$ cat config.mk
export PLATFORM = sky130hd
export DESIGN_NAME = sum_accumulate_stage_flat
export DESIGN_NICKNAME = d
export VERILOG_FILES = /design/src/rtl/sum_acc_pkg.sv /design/src/rtl/sum_accumulate_stage_if.sv /design/src/rtl/sat_add_unsigned.sv /design/src/rtl/sum_accumulate_stage.sv /design/src/flat_wrapper.sv
export SDC_FILE = /design/constraint.sdc
export NUM_CORES = 1
export LEC_CHECK = 0
export ABC_CLOCK_PERIOD_IN_PS = 5200
export CAP_MARGIN = 10
export CORE_MARGIN = 5
export CORE_UTILIZATION = 29
export DETAILED_ROUTE_END_ITERATION = 12
export GPL_ROUTABILITY_DRIVEN = 0
export GPL_TIMING_DRIVEN = 0
export PLACE_DENSITY = 0.54
export SYNTH_ARGS = -nofsm -noshare
export SYNTH_HDL_FRONTEND = slang
export SYNTH_SLANG_ARGS = --single-unit
export TNS_END_PERCENT = 20
$ cat constraint.sdc
create_clock -name clock -period 5.2 [get_ports clock]
set_input_delay 0.78 -clock clock [delete_from_list [all_inputs] [get_ports clock]]
set_output_delay 0.78 -clock clock [all_outputs]
set_load 0.1 [all_outputs]
$ cat src/rtl/sum_acc_pkg.sv
// Shared constants and helpers for the sum accumulation stage.
package sum_acc_pkg;

   localparam int DATA_W_DEF    = 8;
   localparam int ACC_W_DEF     = 16;
   localparam int BLOCK_LEN_DEF = 4;

   // Beat counter width; a one-beat block still needs a one-bit counter.
   function automatic int cnt_width(input int block_len);
      return (block_len <= 1) ? 1 : $clog2(block_len);
   endfunction

   localparam int CNT_W = cnt_width(BLOCK_LEN_DEF);

   // The output register is either empty or holding one completed block.
   typedef enum logic {
      OUT_EMPTY = 1'b0,
      OUT_FULL  = 1'b1
   } out_state_e;

endpackage

$ cat src/rtl/sum_accumulate_stage_if.sv
// Beat input stream and block-result output stream of the accumulate stage.
interface sum_accumulate_stage_if
   import sum_acc_pkg::*;
#(
   parameter int DATA_W = DATA_W_DEF,
   parameter int ACC_W  = ACC_W_DEF
);

   logic              in_valid;
   logic              in_ready;
   logic [DATA_W-1:0] in_data;
   logic              out_valid;
   logic              out_ready;
   logic [ACC_W-1:0]  out_acc;
   logic              out_ovf;

   // Producer of beats and consumer of results.
   modport master (
      output in_valid, in_data, out_ready,
      input  in_ready, out_valid, out_acc, out_ovf
   );

   // The accumulate stage itself.
   modport slave (
      input  in_valid, in_data, out_ready,
      output in_ready, out_valid, out_acc, out_ovf
   );

endinterface

$ cat src/rtl/sat_add_unsigned.sv
// Unsigned accumulator + beat adder with optional saturation on carry-out.
module sat_add_unsigned #(
   parameter int DATA_W   = 8,
   parameter int ACC_W    = 16,
   parameter bit SATURATE = 1'b1
) (
   input  logic [ACC_W-1:0]  acc,
   input  logic [DATA_W-1:0] data,
   output logic [ACC_W-1:0]  result,
   output logic              overflow
);

   logic [ACC_W:0] sum;

   // One extra bit holds the carry that signals overflow.
   assign sum      = {1'b0, acc} + {{(ACC_W + 1 - DATA_W){1'b0}}, data};
   assign overflow = sum[ACC_W];
   assign result   = (overflow && SATURATE) ? {ACC_W{1'b1}} : sum[ACC_W-1:0];

endmodule

$ cat src/rtl/sum_accumulate_stage.sv
// Accumulates BLOCK_LEN accepted sums and presents each block total through a
// single-entry valid/ready output register.
module sum_accumulate_stage
   import sum_acc_pkg::*;
#(
   parameter int DATA_W    = DATA_W_DEF,
   parameter int ACC_W     = ACC_W_DEF,
   parameter int BLOCK_LEN = BLOCK_LEN_DEF,
   parameter bit SATURATE  = 1'b1
) (
   input  logic                  clock,
   input  logic                  reset_n,
   input  logic                  enable,
   input  logic                  clear,
   sum_accumulate_stage_if.slave bus
);

   localparam int                CNT_BITS = cnt_width(BLOCK_LEN);
   localparam logic [CNT_BITS-1:0] LAST_CNT = CNT_BITS'(BLOCK_LEN - 1);

   out_state_e          state_q;
   out_state_e          state_d;
   logic [ACC_W-1:0]    acc_q;
   logic [CNT_BITS-1:0] cnt_q;
   logic                ovf_q;
   logic [ACC_W-1:0]    out_acc_q;
   logic                out_ovf_q;

   logic [ACC_W-1:0]    acc_n;
   logic                add_ovf;
   logic                ovf_n;
   logic                in_ready;
   logic                accept;
   logic                last_beat;

   sat_add_unsigned #(
      .DATA_W  (DATA_W),
      .ACC_W   (ACC_W),
      .SATURATE(SATURATE)
   ) u_add (
      .acc     (acc_q),
      .data    (bus.in_data),
      .result  (acc_n),
      .overflow(add_ovf)
   );

   // The output slot frees up in the same cycle it is popped, so out_ready
   // feeds in_ready directly; reset_n keeps the stage closed while in reset.
   assign in_ready  = reset_n & enable & ~clear & ((state_q == OUT_EMPTY) | bus.out_ready);
   assign accept    = bus.in_valid & in_ready;
   assign last_beat = accept & (cnt_q == LAST_CNT);
   assign ovf_n     = ovf_q | add_ovf;

   assign bus.in_ready  = in_ready;
   assign bus.out_valid = (state_q == OUT_FULL);
   assign bus.out_acc   = out_acc_q;
   assign bus.out_ovf   = out_ovf_q;

   // Output occupancy state register.
   always_ff @(posedge clock or negedge reset_n) begin
      // NOTE: sequential state uses non-blocking assignments so every flop
      // samples pre-edge values regardless of block ordering.
      if (!reset_n) state_q <= OUT_EMPTY;
      else          state_q <= state_d;
   end

   // Output occupancy next state: fill on a block's last beat, drain on pop.
   always_comb begin
      // NOTE: default first so no path through this block leaves state_d
      // unassigned, which would infer a latch.
      state_d = state_q;
      case (state_q)
         OUT_EMPTY: if (last_beat) state_d = OUT_FULL;
         OUT_FULL:  if (!last_beat && bus.out_ready) state_d = OUT_EMPTY;
         default:   state_d = OUT_EMPTY;
      endcase
   end

   // Partial-block accumulator, beat counter, overflow flag and result register.
   always_ff @(posedge clock or negedge reset_n) begin
      // NOTE: every register here, including the held result, is reset so a
      // reset discards both the partial block and any unread total.
      if (!reset_n) begin
         acc_q     <= '0;
         cnt_q     <= '0;
         ovf_q     <= 1'b0;
         out_acc_q <= '0;
         out_ovf_q <= 1'b0;
      end else if (clear) begin
         acc_q <= '0;
         cnt_q <= '0;
         ovf_q <= 1'b0;
      end else if (accept) begin
         if (last_beat) begin
            out_acc_q <= acc_n;
            out_ovf_q <= ovf_n;
            acc_q     <= '0;
            cnt_q     <= '0;
            ovf_q     <= 1'b0;
         end else begin
            acc_q <= acc_n;
            cnt_q <= cnt_q + 1'b1;
            ovf_q <= ovf_n;
         end
      end
   end

endmodule

$ cat src/flat_wrapper.sv
// flat-port wrapper written by rule: the top's interface ports become plain ports
module sum_accumulate_stage_flat import sum_acc_pkg::*;
#(
   parameter int DATA_W    = DATA_W_DEF,
   parameter int ACC_W     = ACC_W_DEF,
   parameter int BLOCK_LEN = BLOCK_LEN_DEF,
   parameter bit SATURATE  = 1'b1
)
  (clock, reset_n, enable, clear, bus_in_valid, bus_in_data, bus_out_ready, bus_in_ready, bus_out_valid, bus_out_acc, bus_out_ovf);
  sum_accumulate_stage_if #(.DATA_W(DATA_W), .ACC_W(ACC_W)) bus_i ();
  input  logic clock;
  input  logic reset_n;
  input  logic enable;
  input  logic clear;
  input wire logic [$bits(bus_i.in_valid)-1:0] bus_in_valid;
  input wire logic [$bits(bus_i.in_data)-1:0] bus_in_data;
  input wire logic [$bits(bus_i.out_ready)-1:0] bus_out_ready;
  output wire logic [$bits(bus_i.in_ready)-1:0] bus_in_ready;
  output wire logic [$bits(bus_i.out_valid)-1:0] bus_out_valid;
  output wire logic [$bits(bus_i.out_acc)-1:0] bus_out_acc;
  output wire logic [$bits(bus_i.out_ovf)-1:0] bus_out_ovf;
  assign bus_i.in_valid = bus_in_valid;
  assign bus_i.in_data = bus_in_data;
  assign bus_i.out_ready = bus_out_ready;
  assign bus_in_ready = bus_i.in_ready;
  assign bus_out_valid = bus_i.out_valid;
  assign bus_out_acc = bus_i.out_acc;
  assign bus_out_ovf = bus_i.out_ovf;
  sum_accumulate_stage #(.DATA_W(DATA_W), .ACC_W(ACC_W), .BLOCK_LEN(BLOCK_LEN), .SATURATE(SATURATE)) u_core (.clock(clock), .reset_n(reset_n), .enable(enable), .clear(clear), .bus(bus_i));
endmodule
==> summary.txt <==
hold buffer count at CTS: 0
DR iter-0 viols: 93
first-pass GRT wire length: 8300 um
PwrDens: 237 mW/mm^2
grt total ovfl: 0
FP Rows: 30
Die Wd: 93.7 um
port bufs: 32
Pins Over Slew Limit: 0
Distinct cells, synth: 39
TNS Setup: 0 ns
num ports: 33
residual DRC count: 0
complex-gate fraction of the synthesized area: 24.4%
met1 Track Usage GR: 16.6%
max cap viols: 0
crit path launch type: input port
routed len/inst: 14.2 um
core area: 0.00679 mm^2
Placed Cells: 341
initial antenna violation count: 0
Clk Latency, worst-skew pair: 0.29 ns
GRT Total Usage: 11.9%
met3 Use GR: 3.13%
Hold EP: u_core.bus.out_acc[0]
number of synthesis warnings: 0
Clock Skews: 0.00426 ns
filler instances: 701
Int Power: 0.444 mW
Routed Antenna Nets: 0
Worst Hold Class: reg -> reg
depth of the worst register-to-register path: 8
clk sink count: 37
ys async rst share: 100%
largest net degree at the start of global routing: 39
CP endpoint kind: output pin
NetSw: 0.166 mW
unrepaired setup endpoints after global routing: false
Pleak: 1.19 nW
footprint of the multi-input gates: 0.00106 mm^2
CTS root buf: clkbuf_8
part of the power in registers: 48.4%
post-synthesis mux area share: 0.492%
simple-gate area share of the yosys netlist: 15.9%
starting density of the core: 29.9%
post-synthesis cell area: 0.00203 mm^2
Gate Count Post-Synth: 213
number of global-route vias before repair: 1661
final design utilization: 37.8%
status: finished, final reports clean
Register Area: 926 um^2
largest family of logic cells by synthesized area: compound AO/OA/AOI/OAI gates
First-pass DRT Iterations: 4
share of cells above drive strength 1: 8.70%
Longest Clk Path Bufs: 2
Inserted Diodes: 0
Final min period: 3.89 ns
Top FF cell, synth: dfrtp_1
clock-pin slew on the worst setup and hold paths: 0.08 ns
Post-Layout Cell Count: 349
R2R Path End: u_core.acc_q[13]
WL final: 4950 um
FMAX: 257 MHz
hold_sp: u_core.bus.out_acc[0]
# setup viols final: 0
Avg Cell Area, Syn: 9.55 um^2
#FFs+latches synth: 37
nets: 276
Max IR drop VDD: 0.0000973 V
DR vias/cell: 4.95
dpl hpwl: 3550 um
Seq/Total Area, Yosys: 45.5%
Worst EP arrival: 3.11 ns
H-tree Lvls: 2
clock network fraction of total power: 37.1%
total power: 0.610 mW
most frequent cells in the layout: dfrtp_1, clkdlybuf4s50_1, nand2_1, nor2_1, o21ai_0
Combinational Power Share: 14.6%
vias: 1729
Req. time, crit path: 4.42 ns
switch share: 27.2%
Final Cycle Share: 74.8%
CTS Buf Count: 5
die area: 0.00879 mm^2
crit path max fanout: 38
WHS Path Cells: 2
synthesis-to-finish area growth: 26.4%
setup slack, reg-to-reg: 2.67 ns
Post-synth EDFFs: 0
setup bufs post-CTS: 0
met2 Usage GRT: 17.7%
Top Usage Layer GRT: met2
Slew @ Worst Pin: 0.976 ns
Synth Net Count: 237
CTS tree: yes
reg2reg start: u_core.acc_q[0]
Final Hold Fails: 0
Post-Synth Adder-Cell Area: 6.52%
Rel. slew slack: 34.8%
height of the die: 93.7 um
CTS resizes: 0
WS Path Type: in -> out
commonest non-fill, non-tap cell in the layout: dfrtp_1
Synth Area in XOR/XNOR: 4.74%
==> logic make-up (layout without fill, tap and decap cells) <==
family | after synthesis | after routing
XOR/XNOR | 11 | 11
adder cells (fa/ha/maj) | 10 | 10
AO/OA/AOI/OAI | 75 | 75
multiplexers | 1 | 1
buffers and inverters | 10 | 50
flip-flops | 37 | 37
AND/OR/NAND/NOR | 69 | 69
==> stage by stage <==
step | hold WS, ns | setup slack [ns] | instance area [um^2]
after floorplan | 0.453 | 2.53 | 2030
after global placement | 0.470 | 0.168 | 2470
after detailed placement | 0.468 | 1.26 | 2470
after CTS | 0.493 | 1.26 | 2570
after global routing | 0.513 | 1.11 | 2570
final | 0.486 | 1.31 | 2570
==> worst max-delay path by stage <==
stage | endpoint | depth (start not counted) | start
2_1_floorplan | u_core.acc_q[15] | 8 | bus_in_data[0]
3_3_place_gp | bus_in_ready | 4 | reset_n
3_5_place_dp | bus_in_ready | 4 | reset_n
4_1_cts | bus_in_ready | 4 | reset_n
5_1_grt | bus_in_ready | 4 | reset_n
6_report | bus_in_ready | 4 | reset_n
==> per-layer routing <==
metal  up-vias  part of all wire, %  wire length [um]
met5         -                    0                 0
met4         0                  1.5                73
met3         8                  6.2               305
met2        45                   43              2110
met1       814                   50              2450
li1        862                    -                 -
==> synth_stat cells (all sizes together) (2+ instances only) <==
cell type | instances | share of area, %
a21oi | 9 | 2.6
xnor2 | 3 | 1.3
buf | 6 | 1.6
nand2 | 23 | 4.2
inv | 3 | 0.55
nand4 | 5 | 1.8
nor2 | 25 | 4.9
a21o | 10 | 3.7
dfrtp | 37 | 46
a22o | 6 | 2.6
xor2 | 8 | 3.4
and4 | 2 | 0.86
ha | 9 | 5.5
nand3 | 6 | 1.5
a31oi | 10 | 3.1
o211ai | 9 | 3.6
nor3 | 2 | 0.49
o21ai | 24 | 5.9
a211oi | 3 | 1.4
==> flip-flops by register name (all words and copies together) (netlist names) <==
name and cells:
u_core.acc_q 16, u_core.bus.out_acc 16, u_core.bus.out_ovf 1, u_core.bus.out_valid 1, u_core.cnt_q 2, u_core.ovf_q 1
==> layout make-up <==
class                           instances  share of cell area, %
Multi-Input combinational cell        166                   41.2
Sequential cell                        37                   36.0
Timing Repair Buffer                   32                   12.3
Tap cell                               96                   4.67
Clock buffer                            7                   3.75
Buffer                                  7                   1.41
Inverter                                3                  0.438
Clock inverter                          1                  0.195
==> critical path: stages <==
cell and delay [ns]:
buf_2 0.64, and3b_1 0.32, and2_1 0.19, clkdlybuf4s50_1 1.15
==> power groups by stage <==
stage	logic, mW	clock network [mW]	registers [mW]
floorplan	0.0442	0	0.314
global placement	0.0892	0	0.301
detailed placement	0.0893	0	0.301
CTS	0.0896	0.235	0.295
global route	0.0988	0.245	0.296
finish	0.0888	0.226	0.295
Power figures use the tool's default switching activity.
